--- src/rtl/mbs_bus_pkg.sv ---
// mbs_bus_pkg
// Shared definitions for the two-CPU bus responder:
//   - default bus widths
//   - FSM state encoding
//   - store-conditional result codes returned on rdata
package mbs_bus_pkg;

    localparam int ADDR_W_DEF = 32;
    localparam int DATA_W_DEF = 32;

    // Value returned on rdata when a store-conditional completes
    localparam int SC_OK   = 1;
    localparam int SC_FAIL = 0;

    typedef enum logic [1:0] {
        ST_IDLE   = 2'd0,
        ST_ACCESS = 2'd1,
        ST_RESP   = 2'd2
    } bus_state_t;

endpackage

--- src/rtl/mbs_rr_arbiter.sv ---
// mbs_rr_arbiter
// Two-way round-robin selection.
//   req        : request vector, bit i from CPU i
//   last_grant : index of the CPU granted most recently
//   grant      : index of the CPU to serve (meaningful when valid = 1)
//   valid      : at least one request is pending
// A lone requester always wins; on a tie the CPU not granted last wins.
module mbs_rr_arbiter (
    input  logic [1:0] req,
    input  logic       last_grant,
    output logic       grant,
    output logic       valid
);

    always_comb begin
        valid = |req;
        if (req == 2'b11) begin
            grant = ~last_grant;
        end else begin
            grant = req[1];
        end
    end

endmodule

--- src/rtl/mbs_bus_responder.sv ---
// mbs_bus_responder
// Serves read / write / load-linked / store-conditional accesses from two
// CPUs onto one synchronous SRAM port, one access at a time.
//
// Handshake: a CPU raises req_i with its fields and holds everything stable
// until ack_i pulses for one cycle; the access completes in that cycle and
// rdata is valid only while ack_i is high. cpu_pause[i] = req_i & ~ack_i.
//
// Ports
//   clk, rst_n                 clock, asynchronous active-low reset
//   req/we/ll/sc/addr/wdata 0,1 per-CPU request fields
//   ack0, ack1, rdata           completion pulse and read data / SC result
//   cpu_pause                   per-CPU stall
//   cpu_sel                     CPU currently (or last) granted
//   mem_re/mem_we/mem_addr/mem_wdata/mem_rdata   SRAM port (1-cycle read)
//   lock_flag, lock_addr0/1     LL/SC reservation state
//   fsm_state                   current FSM state, for observation
//
// Each access takes IDLE -> ACCESS -> RESP: strobe in ACCESS, ack in RESP.
module mbs_bus_responder
    import mbs_bus_pkg::*;
#(
    parameter int ADDR_W = ADDR_W_DEF,
    parameter int DATA_W = DATA_W_DEF
) (
    input  logic              clk,
    input  logic              rst_n,
    input  logic              req0,
    input  logic              req1,
    input  logic              we0,
    input  logic              we1,
    input  logic              ll0,
    input  logic              ll1,
    input  logic              sc0,
    input  logic              sc1,
    input  logic [ADDR_W-1:0] addr0,
    input  logic [ADDR_W-1:0] addr1,
    input  logic [DATA_W-1:0] wdata0,
    input  logic [DATA_W-1:0] wdata1,
    output logic              ack0,
    output logic              ack1,
    output logic [DATA_W-1:0] rdata,
    output logic [1:0]        cpu_pause,
    output logic              cpu_sel,
    output logic              mem_re,
    output logic              mem_we,
    output logic [ADDR_W-1:0] mem_addr,
    output logic [DATA_W-1:0] mem_wdata,
    input  logic [DATA_W-1:0] mem_rdata,
    output logic [1:0]        lock_flag,
    output logic [ADDR_W-1:0] lock_addr0,
    output logic [ADDR_W-1:0] lock_addr1,
    output logic [1:0]        fsm_state
);

    bus_state_t        state_q, state_d;
    logic              sel_q;
    logic              last_q;
    logic              we_q, ll_q, sc_q;
    logic              sc_ok_q;
    logic [ADDR_W-3:0] word_q;
    logic [DATA_W-1:0] wdata_q;
    logic [1:0]        lock_flag_q;
    logic [ADDR_W-1:0] lock_addr0_q, lock_addr1_q;

    logic              grant, any_req;
    logic [ADDR_W-1:0] word_addr;
    logic [ADDR_W-1:0] own_lock_addr;
    logic              sc_pass;
    logic              wrote;
    logic              is_ll;
    logic              unused_low;

    // Byte-offset bits never select anything on a word-wide bus
    assign unused_low = ^{addr0[1:0], addr1[1:0]};

    mbs_rr_arbiter u_arb (
        .req        ({req1, req0}),
        .last_grant (last_q),
        .grant      (grant),
        .valid      (any_req)
    );

    assign word_addr     = {word_q, 2'b00};
    assign own_lock_addr = sel_q ? lock_addr1_q : lock_addr0_q;
    assign sc_pass       = lock_flag_q[sel_q] & (own_lock_addr == word_addr);
    // SC is decided in ACCESS and remembered for RESP, where rdata reports it
    assign wrote         = sc_q ? sc_ok_q : we_q;
    assign is_ll         = ll_q & ~we_q & ~sc_q;

    always_comb begin
        state_d = state_q;
        mem_re  = 1'b0;
        mem_we  = 1'b0;
        ack0    = 1'b0;
        ack1    = 1'b0;
        rdata   = '0;
        case (state_q)
            ST_IDLE: begin
                if (any_req) state_d = ST_ACCESS;
            end
            ST_ACCESS: begin
                state_d = ST_RESP;
                if (sc_q) begin
                    mem_we = sc_pass;
                end else if (we_q) begin
                    mem_we = 1'b1;
                end else begin
                    mem_re = 1'b1;
                end
            end
            ST_RESP: begin
                state_d = ST_IDLE;
                ack0    = ~sel_q;
                ack1    = sel_q;
                if (sc_q) begin
                    rdata = sc_ok_q ? DATA_W'(SC_OK) : DATA_W'(SC_FAIL);
                end else if (!we_q) begin
                    rdata = mem_rdata;
                end
            end
            default: state_d = ST_IDLE;
        endcase
    end

    always_ff @(posedge clk or negedge rst_n) begin
        if (!rst_n) begin
            state_q      <= ST_IDLE;
            sel_q        <= 1'b0;
            last_q       <= 1'b1;
            we_q         <= 1'b0;
            ll_q         <= 1'b0;
            sc_q         <= 1'b0;
            sc_ok_q      <= 1'b0;
            word_q       <= '0;
            wdata_q      <= '0;
            lock_flag_q  <= 2'b00;
            lock_addr0_q <= '0;
            lock_addr1_q <= '0;
        end else begin
            state_q <= state_d;
            if (state_q == ST_IDLE && any_req) begin
                sel_q   <= grant;
                last_q  <= grant;
                we_q    <= grant ? we1 : we0;
                ll_q    <= grant ? ll1 : ll0;
                sc_q    <= grant ? sc1 : sc0;
                word_q  <= grant ? addr1[ADDR_W-1:2] : addr0[ADDR_W-1:2];
                wdata_q <= grant ? wdata1 : wdata0;
            end
            if (state_q == ST_ACCESS) begin
                sc_ok_q <= sc_q & sc_pass;
            end
            // Reservations change once the access is complete
            if (state_q == ST_RESP) begin
                if (wrote) begin
                    if (lock_addr0_q == word_addr) lock_flag_q[0] <= 1'b0;
                    if (lock_addr1_q == word_addr) lock_flag_q[1] <= 1'b0;
                end else if (is_ll) begin
                    if (sel_q) begin
                        lock_flag_q[1] <= 1'b1;
                        lock_addr1_q   <= word_addr;
                    end else begin
                        lock_flag_q[0] <= 1'b1;
                        lock_addr0_q   <= word_addr;
                    end
                end
            end
        end
    end

    assign cpu_pause  = {req1 & ~ack1, req0 & ~ack0};
    assign cpu_sel    = sel_q;
    assign mem_addr   = word_addr;
    assign mem_wdata  = wdata_q;
    assign lock_flag  = lock_flag_q;
    assign lock_addr0 = lock_addr0_q;
    assign lock_addr1 = lock_addr1_q;
    assign fsm_state  = state_q;

endmodule

--- config.mk ---
export PLATFORM = sky130hd
export DESIGN_NAME = mbs_bus_responder
export DESIGN_NICKNAME = d
export VERILOG_FILES = /design/src/rtl/mbs_bus_pkg.sv /design/src/rtl/mbs_rr_arbiter.sv /design/src/rtl/mbs_bus_responder.sv
export SDC_FILE = /design/constraint.sdc
export NUM_CORES = 1
export LEC_CHECK = 0
export ABC_AREA = 1
export BUFFER_PORTS_ARGS = -buffer_cell sky130_fd_sc_hd__buf_2
export CAP_MARGIN = 40
export CORE_MARGIN = 1
export CORE_UTILIZATION = 38
export DETAILED_ROUTE_END_ITERATION = 10
export HOLD_SLACK_MARGIN = 0.05
export PLACE_DENSITY = 0.67
export RECOVER_POWER = 50
export SLEW_MARGIN = 20
export SYNTH_ARGS = -nofsm -noshare
export SYNTH_HDL_FRONTEND = slang
export SYNTH_SLANG_ARGS = --single-unit
--- constraint.sdc ---
create_clock -name clk -period 4.4 [get_ports clk]
set_input_delay 0.22 -clock clk [delete_from_list [all_inputs] [get_ports clk]]
set_output_delay 0.22 -clock clk [all_outputs]
set_load 0.005 [all_outputs]
==> flow_summary.ini, run 1 <==
[clocking]
cts-buffers-inserted = 17
htreeDepth = 4
clockBufferDepth = 2
cts_resized = 0
insertion_delay_ns = 0.43
cts_root_buffer = clkbuf_16
cts_tree = built
cts_setup_buffers = 0
cts_num_sinks = 132
clk_pin_slew_ns = 0.06

[setup_path]
crit_fanout = 32
crit_type = flip-flop to primary output
cp_data_required_time_ns = 4.18
path_buf_inv = 2
reg2reg_slack_ns = 1.92
end_kind = primary output
cp-startpoint = cpu_sel$_DFFE_PN0P_
crit_chain = buf_4, o21ai_0, nand2_1, nand4_1, nor2_1, nand2_1, nor2_1, nand2_1, nand2_1, buf_2
slowest_delay_ns = 0.72
crit_top_cell = nand2_1
rr_worst_depth = 8
cp.arrival_ns = 2.57
r2r_start = fsm_state[1]$_DFFE_PN0P_
cp_top_family = flip-flops
start_kind = flip-flop
reg2reg_to = lock_addr1[18]$_DFFE_PN0P_
slowest_stage = dfrtp_1

[synth]
yosys.area.top_type = dfrtp_1
ys_ff_latch = 132
avgSynthCellArea_um2 = 7.130
synthTopCellsByArea = dfrtp_1, nand2_1, nor2_1, o21ai_1, inv_1
yosysTopAreaCellShare_pct = 44.99
synth_compound_area_share_pct = 14.58
synth_xor_area_share_pct = 4.207
synthMuxAreaShare_pct = 0
synth_cells = 1022
yosys.area_share.simple_pct = 27.80
synthAdderAreaFrac_pct = 0
ys_seq_area_share_pct = 45.35
synth_area_um2 = 7287
ys_warn_count = 0
synth_top_family_by_area = simple AND/OR/NAND/NOR gates
yosysUniqueCellTypes = 28

[power_and_ir_drop]
power_leakage_uw = 0.005055
switching_share_pct = 44.03
combPwrFrac_pct = 47.0
seq_power_share_pct = 32.8
internal-power_uw = 4047
vdd_drop_max_v = 0.0003741
clock_power_share_pct = 20.2
cellPowerDensity_nw_per_um2 = 711.4
p_sw_uw = 3184

[sta]
skew_ns = 0.006932
slew_headroom_pct = -25.98
rsz0062_at_grt = false
fin_crit_ns = 2.795
fin_tns_setup_ns = 0
hold_viol = 0
setup_viol = 0
fmax_mhz = 357.8
finalMaxSlewViolations = 36
setup_slack_ns = 1.605
final.period_utilization_pct = 63.51
timing_worst_slew_pin_value_ns = 1.890

[finish]
area_growth_pct = 39.49
layout_commonest_cell = nand2_1
drive_gt1_share_pct = 21.93
final_cell_mix = nand2_1, buf_2, nor2_1
nNetsFinal = 1557

[routing]
drt_iter0_drc = 487
dr.pass1.iters = 5
vias = 8041
drt.antenna.violating_nets = 0
wirelength_um = 25680
vias_per_cell = 4.912
routedWlPerCell_um = 15.69
drc_errors = 0

[hold_path]
holdPathEnd = mem_wdata[3]$_DFFE_PN0P_
whs_path_depth = 3
min_path_type = input pin to flip-flop
min_from = wdata1[3]

[global_routing]
antenna_found_initial = 3
grt_overflow_total = 0
grt_pass1_vias = 7569
grt_pass1_wl_um = 40250
grt_max_degree = 82
grt_usage_pct = 26.55

[die]
start_util_pct = 38.83
pin_count = 341
coreArea_um2 = 18770
die_w_um = 140.5
dieArea_um2 = 19730
num_rows = 50
die_h_um = 140.5

[place]
gp_congestion = 0.8575
io_buffers = 330
dpl.hpwl_um = 18480
dp_slack_ns = 1.951

[run_status]
status = finished with violations
violations = max-capacitance violations, max-slew violations

[flow_run]
drv_cap = 1
==> layout make-up <==
class / instances / area [um2]
diodes: 3 / 7.507
fillers: 1849 / 8603
clock inverters: 12 / 155.1
flip-flops and latches: 132 / 3304
well taps: 234 / 292.8
clock buffers: 20 / 446.7
multi-input cells: 758 / 3431
inverters: 79 / 296.5
repair buffers: 399 / 2231
==> layer usage <==
metal | GRT usage [%] | up-vias | routed length [um]
li1 | - | 3992 | -
met1 | 33.76 | 3735 | 10900
met3 | 7.419 | 23 | 1851
met5 | 0 | - | 0
met4 | 6.979 | 0 | 349
met2 | 44.34 | 291 | 12580
==> per-stage QoR <==
stage	util [%]	cell area [um2]	total power, uW	hold slack, ns	cells
floorplan	-	7306	4296	-0.07559	1027
global placement	48.22	9050	5572	0.2396	1542
detailed placement	48.28	9061	5659	0.2422	1543
CTS	54.58	10240	7332	0.05021	1633
global route	54.13	10160	7842	0.05409	1635
finish	54.16	10160	7232	0.06077	1637
==> worst max path at each step <==
stage / endpoint / slack, ns / cells past startpoint
after detailed placement: lock_addr1[16]$_DFFE_PN0P_ / 1.95 / 8
after global routing: lock_addr0[21]$_DFFE_PN0P_ / 1.35 / 3
after global placement: lock_addr1[24]$_DFFE_PN0P_ / 1.84 / 7
after floorplan: mem_we / 2.82 / 11
after CTS: mem_we / 1.49 / 10
final: mem_we / 1.61 / 10
==> cell usage after synthesis <==
master / instances
nand2_1: 362
conb_1: 1
a21oi_1: 2
clkbuf_1: 27
nor3_1: 1
o21ai_0: 50
nand3_1: 11
dfrtp_1: 131
inv_1: 76
buf_4: 8
nor2_2: 1
buf_1: 6
xor2_1: 5
nor2_4: 1
o21a_1: 1
o21ai_1: 64
nand4_1: 7
o22ai_1: 33
inv_2: 3
or2_2: 1
nor2_1: 141
a31oi_1: 32
buf_6: 3
dfstp_2: 1
nor3_2: 1
o211ai_1: 9
buf_2: 14
xnor2_1: 30
==> worst register-to-register path, cell delays in order, from the launching register on <==
cell	delay (ns)
dfrtp_1	0.45
inv_2	0.07
nor2_4	0.54
inv_2	0.20
nor2_2	0.16
nand2_2	0.34
buf_4	0.41
nand2_1	0.12
o21ai_1	0.07
==> cells by family (layout without fill, tap and decap cells) <==
family / Yosys count / after routing
flops: 132 / 132
simple gates: 526 / 526
compound gates: 191 / 191
xor+xnor: 35 / 35
buf+inv: 137 / 510
other cells: 1 / 9
==> power by group through the flow <==
stage	sequential [uW]	combinational (uW)	clock, uW
after floorplan	2290	2000	0
after global placement	2350	3230	0
after detailed placement	2360	3290	0
after CTS	2360	3480	1490
after global routing	2460	3830	1550
final	2370	3400	1460
==> what timing repair did <==
| item | in CTS | in global routing |
|---|---|---|
| hold buffers | 58 | 1 |
| hold endpoints to repair | 97 | 1 |
| setup endpoints to repair | 0 | 0 |
==> flip-flops by register name, indices dropped and copies added (netlist names) <==
signal and flops:
lock_flag 2, sc_ok_q 1, cpu_sel 1, sc_q 1, last_q 1, lock_addr0 30
mem_wdata 32, ll_q 1, fsm_state 2, word_q 30, lock_addr1 30, we_q 1
Note: power is estimated with default switching activity, not from simulation.
==> run 2, diff against run 1 <==
--- a/config.mk
+++ b/config.mk
@@ -5,14 +5,14 @@
 export SDC_FILE = /design/constraint.sdc
 export NUM_CORES = 1
 export LEC_CHECK = 0
-export ABC_AREA = 1
+export ABC_AREA = 0
 export BUFFER_PORTS_ARGS = -buffer_cell sky130_fd_sc_hd__buf_2
 export CAP_MARGIN = 40
 export CORE_MARGIN = 1
 export CORE_UTILIZATION = 38
 export DETAILED_ROUTE_END_ITERATION = 10
 export HOLD_SLACK_MARGIN = 0.05
-export PLACE_DENSITY = 0.67
+export PLACE_DENSITY = 0.71
 export RECOVER_POWER = 50
 export SLEW_MARGIN = 20
 export SYNTH_ARGS = -nofsm -noshare
==> constraint.sdc (replaced) <==
create_clock -name clk -period 2.5 [get_ports clk]
set_input_delay 0.125 -clock clk [delete_from_list [all_inputs] [get_ports clk]]
set_output_delay 0.125 -clock clk [all_outputs]
set_load 0.005 [all_outputs]
==> run 2 against run 1 <==
The run ends with design-rule violations left. Synthesized area down 3.2%. Non-clock buffer count increased by 64. Worst hold slack improved by 0.0080 ns. Via count decreased by 18%. Routed wire length is 10% lower. Synthesized cell count decreased by 36%. Clock power is 67% higher. Critical endpoint unchanged. Sequential share of layout area fell by 1.3 points. Global-route usage shrank 1.9 points. Sequential cell count did not move. Power grew 66%.
==> flow_summary.ini, run 2 <==
[setup_path]
reg2reg_to = word_q[8]$_DFFE_PN0P_
end_kind = primary output
rr_worst_depth = 5
r2r_start = last_q$_DFFE_PN1P_
cp.arrival_ns = 2.23
crit_type = flip-flop to primary output
start_kind = flip-flop
reg2reg_slack_ns = 0.48
cp_data_required_time_ns = 2.38
crit_fanout = 6

[synth]
ys_seq_area_share_pct = 46.86
ys_ff_latch = 132
synth-edff-count = 0
synthArstFlopShare_pct = 100.0
yosysUniqueCellTypes = 37
yosysMostFrequentCell = dfrtp_1
synthTopCellsByCount = dfrtp_1, mux2i_1, nor2_1, a21oi_1
avgSynthCellArea_um2 = 10.75
yosys.area.top_type = dfrtp_1
synth_compound_area_share_pct = 5.855
synth_cells = 656
synthMuxAreaShare_pct = 22.07
synth_top_family_by_area = multiplexers
synthTopCellsByArea = dfrtp_1, mux2i_1, mux2_2, xnor2_1, a21oi_1
synthFlopType = dfrtp_1
synth_xor_area_share_pct = 10.06
synthAdderAreaFrac_pct = 0
yosys.area_share.simple_pct = 10.26
yosysTopAreaCellShare_pct = 46.49
ys_warn_count = 0
synth_area_um2 = 7052

[sta]
fin_tns_setup_ns = 0
timing_worst_slew_pin_value_ns = 1.154
skew_ns = 0.007879
slew_headroom_pct = 23.04
fin_crit_ns = 2.357
final.period_utilization_pct = 94.27
hold_viol = 0
setup_viol = 0
fmax_mhz = 424.3
finalMaxSlewViolations = 0

[finish]
antennaDiodeCount = 0
area_growth_pct = 50.11
nNetsFinal = 1248
largest_register_ffs = 32
final_cell_mix = buf_2, dfrtp_1, dlygate4sd3_1
final_core_util_pct = 58.53
final_design_area_no_fill_um2 = 10590
fillers = 1549
layout_commonest_cell = buf_2
drive_gt1_share_pct = 35.27
final_cells = 1315

[die]
die_h_um = 138.2
num_rows = 49
pin_count = 341
dieArea_um2 = 19110
coreArea_um2 = 18090
start_util_pct = 38.99
die_w_um = 138.2

[routing]
vias = 6571
routedWlPerCell_um = 17.50
vias_per_cell = 4.997
wirelength_um = 23020
drt.antenna.violating_nets = 0
dr.pass1.iters = 8
drc_errors = 46
drt_iter0_drc = 358

[clocking]
cts_setup_buffers = 0
insertion_delay_ns = 0.41
clockBufferDepth = 2
cts_root_buffer = clkbuf_16
cts_tree = built
cts-buffers-inserted = 17
clk_pin_slew_ns = 0.05
htreeDepth = 4
cts_num_sinks = 132

[place]
io_buffers = 330
gp_congestion = 0.8349
dpl_cell_area_um2 = 8880
dp_cells = 1171
dpl.hpwl_um = 15520

[hold_path]
min_from = addr1[30]
whs_path_depth = 3
min_path_type = input pin to flip-flop
holdPathEnd = word_q[28]$_DFFE_PN0P_

[run_status]
status = finished with violations
violations = design-rule violations

[power_and_ir_drop]
report.power.total_uw = 12040
vdd_drop_max_v = 0.0005907
power_leakage_uw = 0.005119
cellPowerDensity_nw_per_um2 = 1137

[flow_run]
drv_cap = 0

[global_routing]
grt_overflow_total = 0
grt-busiest-layer = met2
antenna_found_initial = 0
grt_usage_pct = 24.69
grt_pass1_vias = 6794
met3_usage_pct = 5.888
grt_max_degree = 98
use_met1_pct = 27.82
grt_util_met2_pct = 44.39
grt_pass1_wl_um = 36320
[run 2: changes by cell type after synthesis, moves of 31 or more]
cell     previous run  this run
a21oi_1             2        67
a31oi_1            32         1
and3_1              0        32
inv_1              76         4
mux2_2              0        59
mux2i_1             0        88
nand2_1           362         4
nor2_1            141        71
o21ai_0            50         1
o21ai_1            64         2
o22ai_1            33         0
[run 2: cell families after synthesis]
family,after synthesis
buf+inv,69
mux,148
simple gates,147
xor+xnor,81
flops,132
other cells,1
compound gates,78
[run 2: layout make-up]
class	count	area [um2]	share of cell area, %
multi-input cells	460	3498	33.05
flip-flops and latches	132	3306	31.23
repair buffers	463	2917	27.55
clock buffers	23	488.0	4.610
well taps	229	286.5	2.707
clock inverters	4	75.07	0.7092
inverters	4	15.01	0.1418
[run 2: report_power, final]
| group | switching (uW) | internal, uW | total [uW] |
|---|---|---|---|
| logic | 2600 | 2670 | 5260 |
| registers | 1250 | 3100 | 4340 |
| clock network | 890 | 1550 | 2440 |
| total | 4730 | 7310 | 12000 |
[run 2: worst max-delay path by stage]
stage,startpoint,endpoint,cells after the start
2_1_floorplan,cpu_sel$_DFFE_PN0P_,mem_we,7
3_3_place_gp,cpu_sel$_DFFE_PN0P_,mem_we,7
3_5_place_dp,cpu_sel$_DFFE_PN0P_,mem_we,7
4_1_cts,cpu_sel$_DFFE_PN0P_,mem_we,7
5_1_grt,word_q[1]$_DFFE_PN0P_,mem_we,6
6_report,word_q[1]$_DFFE_PN0P_,mem_we,6
[run 2: worst max-delay path, cell delays in order, from the launching register on]
cell and delay, ns:
dfrtp_1 0.48, xnor2_2 0.24, nand3_1 0.13, a2111oi_2 0.38, o211ai_1 0.25, o21ai_1 0.20, buf_2 0.14
[run 2: routing by layer]
metal / part of all wire, % / vias to the layer above / wire [um]
li1: - / 3103 / -
met2: 52 / 248 / 12080
met4: 2.9 / 0 / 676
met3: 6.4 / 42 / 1475
met5: 0 / - / 0
met1: 38 / 3178 / 8781
[run 2: what timing repair did]
action / CTS / global route
hold buffers: 117 / 0
gates resized for setup: 1 / 13
pin swaps: 0 / 3
endpoints found under the hold margin: 101 / 0
endpoints found under the setup margin: 1 / 1
[run 2: stage by stage]
stage	worst slack (ns)	hold WS [ns]
floorplan	0.8679	-0.1706
global placement	0.5375	0.08782
detailed placement	0.4440	0.08906
CTS	0.02031	0.05026
global route	-0.007268	0.06766
finish	0.1432	0.06878
